### src/rtl/uart_tx_cfg.sv
// Runtime-configurable UART transmitter: start, 5..MAX_DATA_BITS data, optional parity, 1 or 2 stop.
// Define UART_TX_CTS_EN to add the active-low clear-to-send input cts_ni.
module uart_tx_cfg #(
  parameter int MAX_DATA_BITS = 9,
  parameter int DIV_W         = 16
) (
  input  logic                     clk_i,
  input  logic                     rst_ni,
  input  logic [DIV_W-1:0]         baud_div_i,
  input  logic [3:0]               data_bits_i,
  input  logic [1:0]               parity_i,
  input  logic                     stop2_i,
`ifdef UART_TX_CTS_EN
  input  logic                     cts_ni,
`endif
  input  logic                     s_valid_i,
  input  logic [MAX_DATA_BITS-1:0] s_data_i,
  output logic                     s_ready_o,
  output logic                     tx_o,
  output logic                     busy_o,
  output logic                     frame_done_o
);

  localparam logic [3:0]       MAX_NB  = 4'(MAX_DATA_BITS);
  localparam logic [DIV_W-1:0] DIV_ONE = DIV_W'(1);

  typedef enum logic [2:0] {
    S_IDLE   = 3'd0,
    S_START  = 3'd1,
    S_DATA   = 3'd2,
    S_PARITY = 3'd3,
    S_STOP   = 3'd4
  } state_t;

  state_t                   state, state_nxt;
  logic [MAX_DATA_BITS-1:0] shreg;
  logic [DIV_W-1:0]         div_q, bit_cnt;
  logic [3:0]               nbits_q, idx;
  logic                     par_en_q, par_bit_q, stop2_q;
  logic                     accept, bit_end, last_idx, cts_ok;
  logic [3:0]               nbits_clamped;
  logic                     par_calc;

`ifdef UART_TX_CTS_EN
  logic [1:0] cts_sync;

  // Reset to "not clear" so nothing is accepted until CTS is seen low twice.
  always_ff @(posedge clk_i or negedge rst_ni) begin
    if (!rst_ni) cts_sync <= 2'b11;
    else         cts_sync <= {cts_sync[0], cts_ni};
  end
  assign cts_ok = ~cts_sync[1];
`else
  assign cts_ok = 1'b1;
`endif

  assign s_ready_o = rst_ni & (state == S_IDLE) & cts_ok;
  assign accept    = s_valid_i & s_ready_o;
  assign bit_end   = (bit_cnt == div_q - DIV_ONE);
  assign busy_o    = (state != S_IDLE);

  // Clamp the requested width and pre-compute parity over only the bits that will be sent.
  always_comb begin
    // NOTE: every always_comb output is given a default first so no path can infer a latch.
    nbits_clamped = data_bits_i;
    if (data_bits_i < 4'd5)         nbits_clamped = 4'd5;
    else if (data_bits_i > MAX_NB)  nbits_clamped = MAX_NB;
    par_calc = (parity_i == 2'b10);
    for (int i = 0; i < MAX_DATA_BITS; i++) begin
      if (i < int'(nbits_clamped)) par_calc = par_calc ^ s_data_i[i];
    end
  end

  always_ff @(posedge clk_i or negedge rst_ni) begin
    // NOTE: sequential state uses non-blocking assignments so every flop samples pre-edge values.
    if (!rst_ni) state <= S_IDLE;
    else         state <= state_nxt;
  end

  always_comb begin
    state_nxt    = state;
    tx_o         = 1'b1;
    last_idx     = 1'b0;
    frame_done_o = 1'b0;
    case (state)
      S_IDLE: begin
        if (accept) state_nxt = S_START;
      end
      S_START: begin
        tx_o = 1'b0;
        if (bit_end) state_nxt = S_DATA;
      end
      S_DATA: begin
        tx_o     = shreg[0];
        last_idx = (idx == nbits_q - 4'd1);
        if (bit_end && last_idx) state_nxt = par_en_q ? S_PARITY : S_STOP;
      end
      S_PARITY: begin
        tx_o = par_bit_q;
        if (bit_end) state_nxt = S_STOP;
      end
      S_STOP: begin
        last_idx     = (idx == {3'b000, stop2_q});
        frame_done_o = bit_end && last_idx;
        if (bit_end && last_idx) state_nxt = S_IDLE;
      end
      default: state_nxt = S_IDLE;
    endcase
  end

  // Frame configuration is captured at accept; idx counts data bits or stop bits within a state.
  always_ff @(posedge clk_i or negedge rst_ni) begin
    if (!rst_ni) begin
      shreg     <= '0;
      div_q     <= DIV_ONE;
      bit_cnt   <= '0;
      nbits_q   <= 4'd5;
      idx       <= '0;
      par_en_q  <= 1'b0;
      par_bit_q <= 1'b0;
      stop2_q   <= 1'b0;
    end else if (accept) begin
      shreg     <= s_data_i;
      div_q     <= (baud_div_i == '0) ? DIV_ONE : baud_div_i;
      nbits_q   <= nbits_clamped;
      par_en_q  <= ^parity_i;
      par_bit_q <= par_calc;
      stop2_q   <= stop2_i;
      bit_cnt   <= '0;
      idx       <= '0;
    end else if (state != S_IDLE) begin
      if (bit_end) begin
        bit_cnt <= '0;
        idx     <= (state_nxt != state) ? 4'd0 : idx + 4'd1;
        if (state == S_DATA) shreg <= shreg >> 1;
      end else begin
        bit_cnt <= bit_cnt + DIV_ONE;
      end
    end
  end

endmodule

### config.mk
export PLATFORM = sky130hd
export DESIGN_NAME = uart_tx_cfg
export DESIGN_NICKNAME = d
export VERILOG_FILES = /design/src/rtl/uart_tx_cfg.sv
export SDC_FILE = /design/constraint.sdc
export NUM_CORES = 1
export LEC_CHECK = 0
export BUFFER_PORTS_ARGS = -buffer_cell sky130_fd_sc_hd__buf_2
export CAP_MARGIN = 20
export CORE_MARGIN = 2
export CORE_UTILIZATION = 53
export DETAILED_ROUTE_END_ITERATION = 6
export PLACE_DENSITY_LB_ADDON = 0.05
export SLEW_MARGIN = 20
export SYNTH_ARGS = -nofsm -noshare
export SYNTH_HDL_FRONTEND = slang
export SYNTH_SLANG_ARGS = --single-unit
### constraint.sdc
create_clock -name clk_i -period 3.4 [get_ports clk_i]
set_input_delay 0.34 -clock clk_i [delete_from_list [all_inputs] [get_ports clk_i]]
set_output_delay 0.34 -clock clk_i [all_outputs]
set_load 0.02 [all_outputs]
==> flow_summary.yaml <==
status:
  status: "finished, violations left"
  violations: "negative setup slack"
timing:
  rsz0062_at_grt: "true"
  worst_pin_slew_ps: 684
  finalSetupViolCount: 1
  setup_slack_ps: -97.1
  skew_ps: 17.1
  fin_crit_sh_pct: 103
  relSlewSlack_pct: 54.0
  fin_crit_ps: 3500
  drv_slew: 0
  hold_viol_final: 0
  tns_ps: -97.1
  clock.fmax_ghz: 0.286
worst_setup_path:
  critPathKind: "reg2out"
  cp_slowest_cell: "or4_4"
  cp.arrival_ps: 3160
  crit_family: "simple AND/OR/NAND/NOR gates"
  path_common_cell: "or4_4"
  crit_path_cell_trace: "or4_4, or3_4, o211a_1, or4_1, or4_4, nor3_4, buf_6"
  cp-end-kind: "output port"
  worstPathMaxFanout: 6
  crit_buf_inv: 1
  worst_ep_required_time_ps: 3060
  critPathLaunchType: "flop"
  max_stage_delay_ps: 570
detailed_routing:
  drt-pass1-iter-count: 6
  drt-wirelength-per-cell_um: 14.6
  drtAntennaViolNets: 0
  drc: 0
  viasPerCell: 5.62
  drt_iter0_markers: 158
  vias: 3047
  routed_wl_um: 7930
cts:
  clock-sinks: 55
  cts_buffers: 5
  clk_pin_slew_ps: 100
  cts_buffer_depth: 2
  h-tree-depth: 2
  clk_latency_ps: 320
  cts_tree: "built"
  cts-root-buf: "clkbuf_8"
final_layout:
  seq_area_um2: 1380
  drive_gt1_share_pct: 17.0
  syn2layout_area_growth_pct: 12.9
  final_nets: 504
  n_fill_cell: 593
  multi_input_area_um2: 2050
  antennaDiodeCount: 0
  final_cells: 542
logic_synthesis:
  yosys_warnings: 0
  synth_cell_types: 56
  netlist_area_um2: 3550
  ys_seq_area_share_pct: 38.9
  synth_ff_type: "dfrtp_1"
  syn_nets: 461
  synthArstFlopShare_pct: 100
  synth-seq-cells: 55
  synth_edf_count: 0
  syn_avg_cell_area_um2: 8.42
  syn-instance-count: 421
floorplan:
  start_util_pct: 55.2
  rows: 29
  die-height_um: 85.8
  coreArea_um2: 6420
  io_pins: 39
  die_area_um2: 7360
  die_x_um: 85.8
global_route:
  grt_pass1_wl_um: 13700
  grt_max_degree: 42
  antenna_found_initial: 0
  grt_pass1_vias: 2925
  grt.total_usage_pct: 23.5
  grt.overflow.total: 0
placed_design:
  dp_cells: 532
  post-place-ws_ps: 144
  gp_congestion: 0.858
  hpwl_um: 6070
  portBuffers: 38
run:
  drv_cap: 0
pwr:
  p_leak_nw: 1.93
  total_power_mw: 1.11
  power_density_nw_per_um2: 276
  ir_drop_mv: 0.162
min_path:
  holdCritPathClass: "in2reg"
-- repair_timing --
action,4_1_cts,5_1_grt
endpoints found under the hold margin,16,0
setup buffers,1,0
gates resized for setup,4,0
endpoints found under the setup margin,1,1
hold buffers,1,0
pin swaps,1,0
-- power breakdown --
group / total [mW] / switching [mW] / internal, mW / leakage, nW
registers: 0.654 / 0 / 0.654 / 0.717
logic: 0.0672 / 0.0356 / 0.0316 / 1.16
clock network: 0.384 / 0.232 / 0.152 / 0.0491
total: 1.11 / 0.268 / 0.838 / 1.93
-- logic make-up (layout without fill, tap and decap cells) --
kind of cell / after synthesis / count (layout) / share of synthesized area [%]
simple gates: 216 / 216 / 30.0
buf+inv: 32 / 76 / 3.67
xor+xnor: 44 / 44 / 11.3
compound gates: 57 / 57 / 10.6
flops: 55 / 55 / 38.9
fa+ha+maj: 5 / 5 / 1.76
mux: 12 / 12 / 3.71
-- synthesized netlist by cell type (3+ instances only) --
cell type / n / area share, %
nand4_1: 10 / 1.8
and2_1: 4 / 0.71
dfstp_2: 3 / 2.2
ha_1: 5 / 1.8
a211oi_1: 3 / 0.64
dfrtp_1: 52 / 37
nand3_1: 11 / 1.6
clkbuf_1: 18 / 1.9
or4_1: 5 / 1.1
nor4_1: 9 / 1.6
a31oi_1: 6 / 1.1
xor2_1: 22 / 5.4
nand2_1: 95 / 10
and3_1: 7 / 1.2
a32oi_1: 3 / 0.74
inv_1: 10 / 1.1
nand2b_1: 6 / 1.1
nor3_1: 15 / 2.1
mux2i_1: 3 / 0.85
nor2_1: 29 / 3.1
o21ai_0: 17 / 2.4
nor2b_1: 5 / 0.88
nor4b_1: 3 / 0.74
mux2_1: 7 / 2.2
nor3b_1: 4 / 0.85
a21oi_1: 12 / 1.7
xnor2_1: 21 / 5.2
-- state kept, by name, indices dropped and copies added (netlist names) --
register	count
bit_cnt	16
div_q	16
shreg	9
idx	4
nbits_q	4
state	3
par_bit_q	1
par_en_q	1
stop2_q	1
-- cell usage in the layout, fill, tap and decap left out, types with 3 or more instances in the layout --
cell,count
mux2_1,7
nand2_1,95
nor4b_1,3
or4_1,5
dfrtp_1,52
nor3_1,14
a21oi_1,12
nand4_1,10
a31oi_1,6
xnor2_1,21
xor2_1,22
inv_1,10
nor2_1,29
buf_2,37
clkbuf_8,5
a32oi_1,3
and2_1,4
nand3_1,11
and3_1,7
nor4_1,9
ha_1,5
nor2b_1,5
buf_4,19
a211oi_1,3
nor3b_1,4
o21ai_0,17
nand2b_1,6
dfstp_2,3
mux2i_1,3
-- worst register-to-register path, stage by stage (launching register included) --
cell and delay, ps:
dfrtp_1 390, or4_4 570, or3_4 370, o211a_1 240, or4_1 510, or4_4 470
or4_1 520, o21ai_1 80
-- final cells by class --
class	instances	share of cell area, %
well taps	77	2.41
repair buffers	58	8.72
multi-input cells	334	51.1
clock buffers	5	1.72
flip-flops and latches	55	34.5
clock inverters	3	0.656
inverters	10	0.937
-- per-layer routing --
metal | GRT usage, % | up-vias | wire (µm)
li1 | - | 1554 | -
met1 | 30.8 | 1436 | 3700
met2 | 38.8 | 49 | 3830
met3 | 4.33 | 8 | 262
met4 | 8.51 | 0 | 139
met5 | 0 | - | 0
-- through the flow --
stage               hold slack, ps  cell area [µm²]  util, %
global route                   216             4010     62.4
detailed placement             301             3870     60.3
global placement               293             3870     60.3
floorplan                     44.4             3550        -
finish                         215             4010     62.4
CTS                            213             4010     62.4
-- path summary, 6_finish.rpt --
kind,from,endpoint,slack [ps],cells after the start
max,div_q[3],frame_done_o,-100,7
min,stop2_i,stop2_q,220,3
max reg2reg,div_q[3],state[2],190,7
min reg2reg,par_bit_q,par_bit_q,500,2
max in group asynchronous,rst_ni,nbits_q[2],2060,3
min in group asynchronous,rst_ni,bit_cnt[7],480,2
(Power assumes the default switching activity.)
